$ cat config.mk
export PLATFORM = sky130hd
export DESIGN_NAME = clk_div_ctrl
export DESIGN_NICKNAME = d
export VERILOG_FILES = /design/src/rtl/clk_div_ctrl.sv
export SDC_FILE = /design/constraint.sdc
export NUM_CORES = 1
export LEC_CHECK = 0
export ABC_AREA = 1
export CAP_MARGIN = 20
export CORE_AREA = 2 2 77 79
export CTS_BUF_LIST = sky130_fd_sc_hd__clkbuf_8
export CTS_CLUSTER_DIAMETER = 40
export CTS_CLUSTER_SIZE = 8
export DETAILED_ROUTE_END_ITERATION = 12
export DIE_AREA = 0 0 79 81
export HOLD_SLACK_MARGIN = 0.05
export PLACE_DENSITY = 0.85
export SYNTH_ARGS = -nofsm -noshare
export SYNTH_HDL_FRONTEND = slang
export SYNTH_SLANG_ARGS = --single-unit
$ cat constraint.sdc
create_clock -name clk_in -period 3.4 [get_ports clk_in]
set_clock_uncertainty 0.1 [all_clocks]
set_input_delay 0.68 -clock clk_in [delete_from_list [all_inputs] [get_ports clk_in]]
set_output_delay 0.68 -clock clk_in [all_outputs]
set_load 0.01 [all_outputs]
$ cat src/rtl/clk_div_ctrl.sv
// Run-time controller for the system clock divider: glitch-free divided clock,
// per-toggle tick enable and a valid/ready divisor update applied on half-period boundaries.
module clk_div_ctrl #(
  parameter int unsigned CNT_W       = 14,
  parameter int unsigned DEFAULT_DIV = 14000
) (
  input  logic             clk_in,
  input  logic             reset_n,
  input  logic             en,
  input  logic             cfg_valid,
  input  logic [CNT_W-1:0] cfg_div,
  output logic             cfg_ready,
  output logic             clk_out,
  output logic             tick,
  output logic             running,
  output logic [CNT_W-1:0] div_cur
);

  typedef enum logic [1:0] {
    ST_STOPPED  = 2'd0,
    ST_RUNNING  = 2'd1,
    ST_STOPPING = 2'd2
  } state_t;

  state_t           state_q;
  state_t           state_d;
  logic [CNT_W-1:0] cnt_q;
  logic [CNT_W-1:0] cnt_d;
  logic [CNT_W-1:0] pend_q;
  logic [CNT_W-1:0] pend_d;
  logic [CNT_W-1:0] div_d;
  logic [CNT_W-1:0] div_eff;
  logic             clk_d;
  logic             tick_d;
  logic             ready_d;
  logic             running_d;
  logic             tc;
  logic             xfer;

  // A zero divisor behaves as one so the counter always has a terminal value.
  assign div_eff = (div_cur == '0) ? CNT_W'(1) : div_cur;
  assign tc      = (state_q != ST_STOPPED) && (cnt_q == (div_eff - CNT_W'(1)));
  assign xfer    = cfg_valid && cfg_ready;

  // State register.
  always_ff @(posedge clk_in or negedge reset_n) begin
    if (!reset_n) begin
      state_q <= ST_STOPPED;
    end else begin
      state_q <= state_d;
    end
  end

  // Next-state, counter, divisor and handshake logic.
  always_comb begin
    state_d = state_q;
    cnt_d   = cnt_q;
    clk_d   = clk_out;
    tick_d  = 1'b0;
    div_d   = div_cur;
    pend_d  = pend_q;
    ready_d = cfg_ready;

    case (state_q)
      ST_STOPPED: begin
        cnt_d = '0;
        clk_d = 1'b0;
        if (xfer) begin
          div_d = cfg_div;
        end
        if (en) begin
          state_d = ST_RUNNING;
        end
      end

      ST_RUNNING, ST_STOPPING: begin
        if (tc) begin
          cnt_d  = '0;
          clk_d  = ~clk_out;
          tick_d = 1'b1;
          // A value accepted earlier takes effect only once the current half-period ends.
          if (!cfg_ready) begin
            div_d   = pend_q;
            ready_d = 1'b1;
          end
        end else begin
          cnt_d = cnt_q + CNT_W'(1);
        end

        if (xfer) begin
          pend_d  = cfg_div;
          ready_d = 1'b0;
        end

        if (state_q == ST_RUNNING) begin
          if (!en) begin
            state_d = ST_STOPPING;
          end
        end else if (en) begin
          state_d = ST_RUNNING;
        end else if (tc && clk_out) begin
          // Park only after a falling toggle; nothing may remain pending once stopped.
          state_d = ST_STOPPED;
          if (xfer) begin
            div_d   = cfg_div;
            ready_d = 1'b1;
          end
        end
      end

      default: begin
        state_d = ST_STOPPED;
        cnt_d   = '0;
        clk_d   = 1'b0;
      end
    endcase

    running_d = (state_d != ST_STOPPED);
  end

  // Datapath and output registers.
  always_ff @(posedge clk_in or negedge reset_n) begin
    if (!reset_n) begin
      cnt_q     <= '0;
      clk_out   <= 1'b0;
      tick      <= 1'b0;
      div_cur   <= CNT_W'(DEFAULT_DIV);
      pend_q    <= '0;
      cfg_ready <= 1'b1;
      running   <= 1'b0;
    end else begin
      cnt_q     <= cnt_d;
      clk_out   <= clk_d;
      tick      <= tick_d;
      div_cur   <= div_d;
      pend_q    <= pend_d;
      cfg_ready <= ready_d;
      running   <= running_d;
    end
  end

endmodule

==> flow_summary.ini <==
[setup_path]
critPathCapture = div_cur[11]
cp_data_arrival_time_ns = 3.29
cpMostUsedCell = nand2_1
cp_data_required_time_ns = 3.49
crit_start = div_cur[5]
path_delay_family = simple AND/OR/NAND/NOR gates
critPathSlowestCell = dfstp_2
path_buf_inv = 3
end_kind = register
timing.rr.start = div_cur[5]
worstSetupPathDepth = 24
crit_path_cell_trace = nor2_4, nand2_4, nor2_2, nand2_4, nand2_2, inv_1, ha_4, nand2_2, nor2_4, nand2_1, nand2_1, nand2_1, nand2_1, nand2_1, nor2_1, nand3_2, nor2_8, buf_4, buf_4, nand4_1, nand2_1, nand2_1, nand3_1, nand2_1
ff2ff_path_depth = 24
cp_max_fo = 7
max_stage_delay_ns = 0.63
worstSetupPathType = register to register
startpoint_type = register
rrSetupSlack_ns = 0.20
reg2reg_to = div_cur[11]

[route]
vias_per_cell = 5.10
vias = 2935
drt-initial-drc-count = 189
drtPass1Iterations = 5
ant_nets = 0
wire_per_inst_um = 13.1
wirelength_mm = 7.56
drc_errors = 0

[synthesis]
synth_seq_cells = 48
synthSimpleGateAreaFrac_pct = 38.4
synth_fp_nets = 476
ys.warnings.count = 0
synth-adder-area-share_pct = 1.99
yosysSeqAreaShare_pct = 38.5
synth_xor_area_share_pct = 6.12
synth_top_family_by_area = simple AND/OR/NAND/NOR gates
syn_area_sq_um = 3150
muxShareOfSynthArea_pct = 0
synthArstFlopShare_pct = 100
synth_cell_types = 31
synth_edf_count = 0
synth-compound-area-share_pct = 3.85
syn_avg_cell_area_sq_um = 6.95
netlist_instances = 453
synthFlopType = dfrtp_1

[sta]
fin_crit_sh_pct = 94.1
worst_pin_slew_ns = 0.777
relSlewSlack_pct = 48.1
finalSetupViolCount = 0
period_minus_slack_ns = 3.20
finalHoldViolCount = 0
slew_violations = 0
fmax_ghz = 0.313

[power_and_ir_drop]
vdd_drop_max_mv = 0.642
leakagePower_nw = 1.99
powerDensity_nw_per_um2 = 893

[global_routing]
grt-ovfl-total = 0
grt_max_degree = 49
grt_pass1_vias = 2750
grt_pass1_wl_mm = 12.4
antenna_found_initial = 0
grtUsageTotal_pct = 24.6

[place]
portBuffers = 35
place_congestion = 0.925
dp.cells = 561
hpwl_mm = 5.41

[final_layout]
drive_gt1_share_pct = 10.4
syn_to_final_growth_pct = 19.5
final_common_cell = nand2_1
layout_common_cells = nand2_1 (155), inv_1 (74), dfrtp_1 (40)
num-nets-final = 522
n_antenna_cell = 0
fin_util_pct = 66.3
nFillCells = 513
final_cells = 575

[clock_tree]
hold_buffers = 0
clock_sinks = 48
clock_latency_ns = 0.31
path_clk_slew_ns = 0.09
cts_root_buf = clkbuf_8
htreeDepth = 2
clockBufferDepth = 2
cts_tree = yes
numCtsBuffers = 5

[flow_run]
maxCapViolations = 0

[floorplanning]
pin_count = 36
rows = 28
die_w_um = 79
fp.dieH_um = 81
dieArea_sq_um = 6400
core_area_sq_um = 5680
initial_utilization_pct = 55.5

[worst_hold_path]
hp-class = primary input to asynchronous set/reset pin

[run_status]
outcome = finished, final reports clean
==> synthesized netlist by cell type, drive strengths merged, types with 7 or more instances <==
cell type,instances,share of area [%]
inv,75,9.0
dfrtp,40,32
nor2,46,7.1
nand3,35,6.2
nand2,161,20
buf,7,1.6
xor2,13,3.6
dfstp,8,6.7
o21ai,18,2.9
nand4,20,4.2
xnor2,9,2.5
==> worst reg2reg max path, cell delays in order, from the launching register on <==
cell,delay [ns]
dfstp_2,0.63
nor2_4,0.06
nand2_4,0.10
nor2_2,0.06
nand2_4,0.10
nand2_2,0.07
inv_1,0.11
ha_4,0.18
nand2_2,0.10
nor2_4,0.15
nand2_1,0.08
nand2_1,0.07
nand2_1,0.04
nand2_1,0.05
nand2_1,0.05
nor2_1,0.12
nand3_2,0.15
nor2_8,0.22
buf_4,0.17
buf_4,0.11
nand4_1,0.08
nand2_1,0.10
nand2_1,0.05
nand3_1,0.10
nand2_1,0.06
==> state kept, by name, summed over array words and instances, names as in the netlist <==
name       cells
clk_out        1
div_cur       14
pend_q        14
running        1
tick           1
cfg_ready      1
cnt_q         14
state_q        2
==> area by class of cell <==
type	instances	area (sq um)	share of cell area (%)
multi-input cells	319	1630	43.2
well taps	75	93.8	2.49
clock buffers	5	68.8	1.83
flip-flops and latches	48	1210	32.2
inverters	76	288	7.65
repair buffers	49	463	12.3
clock inverters	3	12.5	0.333
==> stage by stage <==
step                instance area [sq um]  setup slack, ns  setup TNS [ns]  total power, mW  hold WS [ns]
floorplan                            3150            0.555               0             2.34         0.284
global placement                     3590            0.201               0             2.90         0.368
detailed placement                   3590            0.144               0             2.94         0.373
CTS                                  3670            0.110               0             3.28         0.395
global route                         3760         -0.00549        -0.00549             3.68         0.220
finish                               3760            0.200               0             3.36         0.205
==> kinds of logic (layout without fill, tap and decap cells) <==
logic type	after synthesis	count (layout)
AOI/OAI and AO/OA	24	24
xor gates and xnor gates	22	22
adders and majority gates	5	5
buffers and inverters	87	133
DFF	48	48
and+or+nand+nor	267	268
==> per-layer routing <==
| metal | GRT usage (%) | up-vias | wire length, um |
|---|---|---|---|
| met3 | 4.22 | 14 | 411 |
| met2 | 41.5 | 110 | 3620 |
| met4 | 7.59 | 0 | 128 |
| li1 | - | 1485 | - |
| met5 | 0 | - | 0 |
| met1 | 32.6 | 1326 | 3390 |
==> report_power, final <==
group	switching, mW	leakage, nW	internal [mW]
Combinational	1.26	1.34	0.766
Sequential	0.186	0.602	0.820
Clock	0.186	0.0505	0.139
Total	1.63	1.99	1.72
==> timing repair <==
item / CTS / global route
gates resized for setup: 0 / 5
setup endpoints to repair: 0 / 32
setup buffers: 0 / 4
==> worst min-delay path by stage <==
stage,cells after the start,from,endpoint
5_1_grt,1,reset_n,pend_q[5]
3_5_place_dp,2,pend_q[6],pend_q[6]
2_1_floorplan,0,reset_n,clk_out
6_report,1,reset_n,pend_q[4]
4_1_cts,2,pend_q[6],pend_q[6]
3_3_place_gp,2,pend_q[6],pend_q[6]
No activity file was read; power rests on OpenSTA's default activity.
